--- src/rtl/logic_seq_pkg.sv ---
// Shared definitions for the logic-op sequencer: opcodes, FSM states,
// program-entry layout and the default program depth.
package logic_seq_pkg;

  localparam int DEPTH_DEFAULT = 8;

  localparam logic [2:0] OP_AND  = 3'd0;
  localparam logic [2:0] OP_OR   = 3'd1;
  localparam logic [2:0] OP_NAND = 3'd2;
  localparam logic [2:0] OP_NOR  = 3'd3;
  localparam logic [2:0] OP_XOR  = 3'd4;
  localparam logic [2:0] OP_XNOR = 3'd5;
  localparam logic [2:0] OP_NOT  = 3'd6;
  localparam logic [2:0] OP_RSVD = 3'd7;

  typedef enum logic [1:0] {
    S_IDLE,
    S_STREAM,
    S_DONE
  } state_t;

  typedef struct packed {
    logic [2:0] op;
    logic [3:0] a;
    logic [3:0] b;
  } entry_t;

endpackage

--- src/rtl/logic_op_4bit.sv ---
// Combinational 4-bit bitwise logic unit; the reserved opcode yields zero
// with the error flag raised.
module logic_op_4bit
  import logic_seq_pkg::*;
(
  input  logic [2:0] i_op,
  input  logic [3:0] i_a,
  input  logic [3:0] i_b,
  output logic [3:0] o_y,
  output logic       o_err
);

  always_comb begin
    o_y   = 4'h0;
    o_err = 1'b0;
    case (i_op)
      OP_AND:  o_y = i_a & i_b;
      OP_OR:   o_y = i_a | i_b;
      OP_NAND: o_y = ~(i_a & i_b);
      OP_NOR:  o_y = ~(i_a | i_b);
      OP_XOR:  o_y = i_a ^ i_b;
      OP_XNOR: o_y = ~(i_a ^ i_b);
      OP_NOT:  o_y = ~i_a;
      default: begin
        o_y   = 4'h0;
        o_err = 1'b1;
      end
    endcase
  end

endmodule

--- src/rtl/logic_op_sequencer.sv ---
// Runs a stored program of bitwise ops and streams one result per entry
// through a valid/ready output register.
module logic_op_sequencer
  import logic_seq_pkg::*;
#(
  parameter int DEPTH = DEPTH_DEFAULT,
  localparam int IW = $clog2(DEPTH)
) (
  input  logic          clk,
  input  logic          reset,
  input  logic          prog_we,
  input  logic [IW-1:0] prog_addr,
  input  logic [2:0]    prog_op,
  input  logic [3:0]    prog_a,
  input  logic [3:0]    prog_b,
  input  logic          start,
  input  logic [3:0]    len,
  output logic          busy,
  output logic          done,
  output logic          res_valid,
  input  logic          res_ready,
  output logic [3:0]    res_data,
  output logic [IW-1:0] res_idx,
  output logic          res_err
);

  state_t        r_state;
  state_t        w_state_next;
  entry_t        r_mem [DEPTH];
  logic [IW-1:0] r_last_idx;
  logic          r_res_valid;
  logic [3:0]    r_res_data;
  logic [IW-1:0] r_res_idx;
  logic          r_res_err;

  logic [DEPTH-1:0] w_we;
  logic             w_wr_ok;
  entry_t           w_wr_entry;
  logic [IW-1:0]    w_rd_idx;
  entry_t           w_rd_entry;
  logic [IW-1:0]    w_last_idx;
  logic             w_load;
  logic [3:0]       w_y;
  logic             w_err;

  // A start in the same cycle wins over a program write.
  assign w_wr_ok    = (r_state == S_IDLE) && prog_we && !start;
  assign w_wr_entry = entry_t'({prog_op, prog_a, prog_b});

  generate
    for (genvar gi = 0; gi < DEPTH; gi++) begin : g_we
      assign w_we[gi] = w_wr_ok && (prog_addr == IW'(gi));
    end
  endgenerate

  always_ff @(posedge clk) begin
    if (reset) begin
      for (int i = 0; i < DEPTH; i++) r_mem[i] <= '0;
    end else begin
      for (int i = 0; i < DEPTH; i++) begin
        if (w_we[i]) r_mem[i] <= w_wr_entry;
      end
    end
  end

  // IDLE preloads entry 0; STREAM prefetches the entry after the one on display.
  assign w_rd_idx   = (r_state == S_STREAM) ? r_res_idx + 1'b1 : '0;
  assign w_rd_entry = r_mem[w_rd_idx];
  assign w_last_idx = (32'(len) >= DEPTH) ? IW'(DEPTH - 1) : IW'(len - 4'd1);

  logic_op_4bit u_alu (
    .i_op  (w_rd_entry.op),
    .i_a   (w_rd_entry.a),
    .i_b   (w_rd_entry.b),
    .o_y   (w_y),
    .o_err (w_err)
  );

  always_comb begin
    w_state_next = r_state;
    w_load       = 1'b0;
    case (r_state)
      S_IDLE: begin
        if (start) begin
          if (len == 4'd0) begin
            w_state_next = S_DONE;
          end else begin
            w_state_next = S_STREAM;
            w_load       = 1'b1;
          end
        end
      end
      S_STREAM: begin
        if (res_ready) begin
          if (r_res_idx == r_last_idx) w_state_next = S_DONE;
          else                         w_load       = 1'b1;
        end
      end
      S_DONE:  w_state_next = S_IDLE;
      default: w_state_next = S_IDLE;
    endcase
  end

  always_ff @(posedge clk) begin
    if (reset) begin
      r_state     <= S_IDLE;
      r_last_idx  <= '0;
      r_res_valid <= 1'b0;
      r_res_data  <= 4'h0;
      r_res_idx   <= '0;
      r_res_err   <= 1'b0;
    end else begin
      r_state     <= w_state_next;
      r_res_valid <= (w_state_next == S_STREAM);
      if (r_state == S_IDLE && start) r_last_idx <= w_last_idx;
      if (w_load) begin
        r_res_data <= w_y;
        r_res_err  <= w_err;
        r_res_idx  <= w_rd_idx;
      end
    end
  end

  assign busy      = (r_state == S_STREAM);
  assign done      = (r_state == S_DONE);
  assign res_valid = r_res_valid;
  assign res_data  = r_res_data;
  assign res_idx   = r_res_idx;
  assign res_err   = r_res_err;

endmodule

--- config.mk ---
export PLATFORM = sky130hd
export DESIGN_NAME = logic_op_sequencer
export DESIGN_NICKNAME = d
export VERILOG_FILES = /design/src/rtl/logic_seq_pkg.sv /design/src/rtl/logic_op_4bit.sv /design/src/rtl/logic_op_sequencer.sv
export SDC_FILE = /design/constraint.sdc
export NUM_CORES = 1
export LEC_CHECK = 0
export ABC_AREA = 0
export ABC_CLOCK_PERIOD_IN_PS = 3000
export CORE_ASPECT_RATIO = 1.5
export CORE_MARGIN = 2
export CORE_UTILIZATION = 53
export CTS_CLUSTER_SIZE = 14
export DETAILED_ROUTE_END_ITERATION = 12
export PLACE_DENSITY = 0.76
export SLEW_MARGIN = 20
export SYNTH_ARGS = -nofsm -noshare
export SYNTH_HDL_FRONTEND = slang
export SYNTH_SLANG_ARGS = --single-unit
export TNS_END_PERCENT = 1
--- constraint.sdc ---
create_clock -name clk -period 3 [get_ports clk]
set_input_delay 0.45 -clock clk [delete_from_list [all_inputs] [get_ports clk]]
set_output_delay 0.45 -clock clk [all_outputs]
set_load 0.01 [all_outputs]
==> results_dict.tcl <==
set metrics [dict create \
    finalWirelength_um 11700 \
    grt_usage_pct 24.1 \
    max_freq_ghz 0.356 \
    wl_met1_um 4300 \
    drtIter0Drc 344 \
    vias 3611 \
    grt_pass1_vias 3760 \
    yosys.area.top_type "edfxtp_1" \
    clk_latency_ps 340 \
    viasPerCell 5.86 \
    setup_viol 0 \
    io_pins 34 \
    place_area_um2 5590 \
    layout-drive-gt1-share_pct 12.7 \
    antenna_left 0 \
    ys_ff_latch 102 \
    end_kind "flip-flop" \
    slowest_stage "o32a_1" \
    hpwl_um 8280 \
    maxCapViolCount 0 \
    synth_xor_area_share_pct 1.73 \
    final_area_um2 5850 \
    numPortBuffers 33 \
    holdWs_ps 455 \
    rsz0062_at_grt "false" \
    finalHoldViolations 0 \
    fp.dieArea_um2 10400 \
    tns_ps 0 \
    grt_pass1_wl_um 18800 \
    firstDrtPassIters 5 \
    p_leak_nw 2.30 \
    met2_length_um 6260 \
    path_common_cell "buf_4" \
    clock_path_buffers 2 \
    syn_area_um2 5060 \
    synth_edf_count 88 \
    synth_compound_area_share_pct 9.26 \
    critical_path_arrival_ps 3050 \
    numCtsBuffers 9 \
    wl_per_cell_um 19.1 \
    irDropWorstVdd_mv 0.388 \
    clock-sinks 102 \
    area_delta_synth_final_pct 15.8 \
    synth.top_cells.by_count "88 x edfxtp_1, 88 x nor2_1, 33 x nand2_1" \
    syn-num-nets 488 \
    cp_cell_sequence "buf_4 > buf_4 > mux2_2 > o221ai_1 > o32a_1 > mux2i_1 > xnor2_1 > a211o_1" \
    coreArea_um2 9250 \
    syn_avg_cell_area_um2 11.1 \
    synth_top_family_by_area "simple AND/OR/NAND/NOR gates" \
    die_y_um 124 \
    instances_no_fill 616 \
    cts_htree_levels 3 \
    highest_layer "met4" \
    wl_met3_um 719 \
    hp-class "reg2reg" \
    status "complete, no violations" \
    fp.dieW_um 83.8 \
    synth_fa_ha_area_share_pct 2.47 \
    overflow 0 \
    fin_crit_ps 2810 \
    worstMarginPinSlew_ps 626 \
    row_count 43 \
    initial_utilization_pct 54.6 \
    critPathTopFamily "compound AO/OA/AOI/OAI gates" \
    clk_pin_slew_ps 70 \
    fin_total_pwr_mw 3.22 \
    cts_tree "done" \
    async_flop_share_pct 0 \
    diodes 0 \
    ys.flop_type "edfxtp_1" \
    dp_cells 601 \
    ys_seq_area_share_pct 57.8 \
    antenna_found_initial 0 \
    cp.required_ps 3240 \
    clock-skew-final_ps 5.36 \
    place_congestion 0.815 \
    path_buf_inv 2 \
    yosysUniqueCellTypes 53 \
    yosys.area.top_type_share_pct 52.3 \
    grt_max_degree 43 \
    cts_root_buf "clkbuf_16" \
    yosysWarnings 0 \
    yosys.area_share.simple_pct 16.3 \
    drv_slew 0 \
    synthTopCellsByArea "edfxtp_1 52%, nor2_1 6.5%, dfxtp_1 5.5%, mux2i_1 3.4%, ha_1 2.5%" \
    fin_crit_sh_pct 93.7 \
    synth_cells 455 \
    rrSetupSlack_ps 190 \
    maxSlewHeadroom_pct 58.2 \
    cp-start-kind "flip-flop" \
    slowest_delay_ps 410 \
    final_net_count 533 \
    synthMuxAreaShare_pct 6.93 \
    drc 0 \
    power_density_nw_per_um2 551 \
    critPathMaxFanout 42 \
    worstSetupPathType "reg2reg" \
]
## flip-flops by register name, summed over array words and instances (netlist names)
name,count
res_err,1
r_mem,88
r_state,2
r_last_idx,3
res_idx,3
res_data,4
res_valid,1
## per-layer routing
metal / up-vias / global-route usage, %
met5: - / 0
met4: 0 / 13.2
met3: 39 / 3.98
met2: 137 / 43.1
met1: 1743 / 27.7
li1: 1692 / -
## logic make-up (layout without fill, tap and decap cells)
kind of cell | Yosys count | after routing
buf+inv | 58 | 107
flops | 102 | 102
xor+xnor | 10 | 10
mux | 28 | 28
fa+ha+maj | 10 | 10
compound gates | 68 | 68
simple gates | 179 | 179
## worst paths after layout
path / to / cells after the start / startpoint
setup reg to reg: res_data[2] / 8 / res_idx[0]
hold reg to reg: res_err / 2 / res_err
hold / removal: res_err / 2 / res_err
setup / recovery: res_data[2] / 8 / res_idx[0]
## where the power goes
part	internal [mW]	switching, mW
sequential	1.62	0.0283
clock	0.556	0.498
combinational	0.227	0.298
## layout by cell type, fill, tap and decap left out, drive strengths merged, types with 2 or more instances in the layout
cell type | netlist | routed
o31ai | 7 | 7
o21ai | 11 | 11
mux2 | 6 | 6
mux4 | 5 | 5
clkbuf | 13 | 9
clkdlybuf4s50 | 0 | 33
a211o | 3 | 3
nor2b | 8 | 8
nor4b | 2 | 2
a31oi | 4 | 4
xnor2 | 8 | 8
ha | 10 | 10
edfxtp | 88 | 88
a311oi | 2 | 2
nand2 | 34 | 34
dfxtp | 14 | 14
mux2i | 17 | 17
nand2b | 15 | 15
inv | 28 | 28
a211oi | 6 | 6
and2 | 5 | 5
o311ai | 3 | 3
xor2 | 2 | 2
nand3b | 3 | 3
or3 | 2 | 2
nand3 | 4 | 4
buf | 16 | 30
o2bb2ai | 3 | 3
nor2 | 88 | 88
clkinv | 1 | 6
a21oi | 15 | 15
o22ai | 6 | 6
nor3 | 12 | 12
## tightest hold or removal path: stages (launching register included)
cell and delay [ps]:
dfxtp_1 310, nand2_1 50, a21oi_1 50
## final cells by class
type | instances | area (µm²)
clock inverter | 6 | 40.0
sequential | 102 | 2920
timing repair buffer | 63 | 556
inverter | 29 | 110
fill | 720 | 3400
multi-input combinational | 295 | 1860
clock buffer | 9 | 225
tap | 112 | 140
## stage by stage
step | setup slack [ps] | util, %
5_1_grt | 87.8 | 63.3
6_report | 188 | 63.3
4_1_cts | 197 | 63.2
2_1_floorplan | 109 | -
3_5_place_dp | 224 | 60.4
3_3_place_gp | 321 | 60.4
## repair_timing
| item | in CTS | in global routing |
|---|---|---|
| setup endpoints to repair | 0 | 1 |
| hold buffers | 0 | 0 |
| setup buffers | 0 | 0 |
| gates resized for setup | 0 | 1 |
No activity file was read; power rests on OpenSTA's default activity.
==> variant: new RTL, config.mk and constraints unchanged <==
Change the package constant `DEPTH_DEFAULT` from 8 to 16.
--- a/src/rtl/logic_seq_pkg.sv
+++ b/src/rtl/logic_seq_pkg.sv
@@ -3,5 +3,5 @@
 package logic_seq_pkg;
 
-  localparam int DEPTH_DEFAULT = 8;
+  localparam int DEPTH_DEFAULT = 16;
 
   localparam logic [2:0] OP_AND  = 3'd0;
Interface: changed (resized prog_addr and res_idx); port bits go from 34 to 36. No check against the original RTL was run, so the function may have changed too.
==> variant against the unedited design <==
- synthesized cell count is 74% higher
- critical path depth is 5 higher
- power is 96% higher
- clock power is 120% higher
- wire length is 110% higher
- largest cell class unchanged
- final area is 88% higher
- sequential power is 91% higher
- area after synthesis is 82% higher
- cell count is 76% higher
- sequential cell count is 90 higher
- worst setup slack worse by 130 ps
==> variant: results <==
[clock_tree]
path_clk_slew_ps = 90
h-tree-depth = 4
root_buffer = clkbuf_16
insertion_delay_ps = 440
cts_resized = 10
post_cts.repair.setup_buffers = 0
numCtsBuffers = 17
hold_buffers = 0

[synth]
synth_fa_ha_area_frac = 0.01360
ys_top_cells_by_count = edfxtp_1 (176), nor2_1 (149), nand2_1 (43)
synth_edf_count = 176
synthXorXnorAreaFrac = 0.01061
synth_compound_area_frac = 0.1228
yosysUniqueCellTypes = 65
yosys-top-cells-area = edfxtp_1 (57%), nor2_1 (6.1%), dfxtp_1 (3.5%)
synth.area.mux_share = 0.04366
yosys_warnings = 0
synth_nets = 826
async_flop_share = 0
synth_seq_area_share = 0.6093

[placed_design]
port_buffers = 35
dpl_cell_area_um2 = 10080
place_hpwl_mm = 17.23
preCtsSetupSlack_ps = -44.98
gp_congestion = 1.018

[global_route]
first_global_vias = 6579
grt_use_met2 = 0.4800
met1_usage = 0.2941
grt_pass1_wl_mm = 36.71
grt_max_degree = 128
grt_usage = 0.2659
grtUsageMet3 = 0.03869

[critical_path]
cp_max_fo = 13
max_stage_delay_ps = 380
cp_slowest_cell = dfxtp_4
arrival_ps = 3330

[detailed_routing]
drt_iter0_drc = 778
wl_per_cell_um = 23.13
routed_via_density = 6.225
firstDrtPassIters = 6

[hold_path]
hold_class = reg2reg

[pwr]
ir_drop_uv = 399.2
leakage_nw = 3.999

[cells_and_area]
diodes = 0
regMostFlops = r_mem
largest_reg_flops = 176
nets = 892
drive_above_1_share = 0.1871

[sta]
fin_worst_skew_ps = 15.98
slew_headroom = 0.5066

[run_status]
status = finished clean
-- variant: changes by cell type after synthesis, sizes merged, moves of 6 or more --
cell and delta:
a21oi +24, nor2 +62, buf +6, edfxtp +88, a211oi +23, nor2b +30, nand2 +10, mux2i +13
nand2b +23, a2111oi +6, nor3 -7, clkbuf +28, o211ai +6, a311oi +6
-- variant: per-layer routing --
layer	vias up	wire [um]
met5	-	0
met2	361	12970
li1	3015	-
met4	0	1647
met3	98	1663
met1	3274	8791
-- variant: path summary, 6_finish.rpt --
check | slack (ps) | startpoint | to | cells past startpoint
max | 50 | res_idx[0]$_SDFFE_PP0P_ | res_data[2]$_SDFFE_PP0P_ | 13
max reg2reg | 50 | res_idx[0]$_SDFFE_PP0P_ | res_data[2]$_SDFFE_PP0P_ | 13
min reg2reg | 500 | res_data[1]$_SDFFE_PP0P_ | res_data[1]$_SDFFE_PP0P_ | 2
min | 500 | res_data[1]$_SDFFE_PP0P_ | res_data[1]$_SDFFE_PP0P_ | 2
-- variant: cell type report --
| type | instances | area (um2) |
|---|---|---|
| clock buffers | 17 | 425.4 |
| clock inverters | 15 | 175.2 |
| fillers | 1205 | 6202 |
| inverters | 24 | 90.09 |
| multi-input cells | 513 | 3369 |
| flip-flops and latches | 192 | 5612 |
| well taps | 213 | 266.5 |
| repair buffers | 110 | 1060 |
-- variant: where the power goes --
| group | switching [mW] | total (mW) | internal (mW) |
|---|---|---|---|
| sequential | 0.0576 | 3.13 | 3.08 |
| combinational | 0.526 | 0.888 | 0.362 |
| clock | 1.11 | 2.31 | 1.19 |
-- variant: stage by stage --
step | instances | hold slack, ps
4_1_cts | 1072 | 500.0
6_report | 1084 | 501.1
5_1_grt | 1084 | 530.5
2_1_floorplan | 792 | 489.2
3_3_place_gp | 1040 | 460.9
3_5_place_dp | 1040 | 482.0
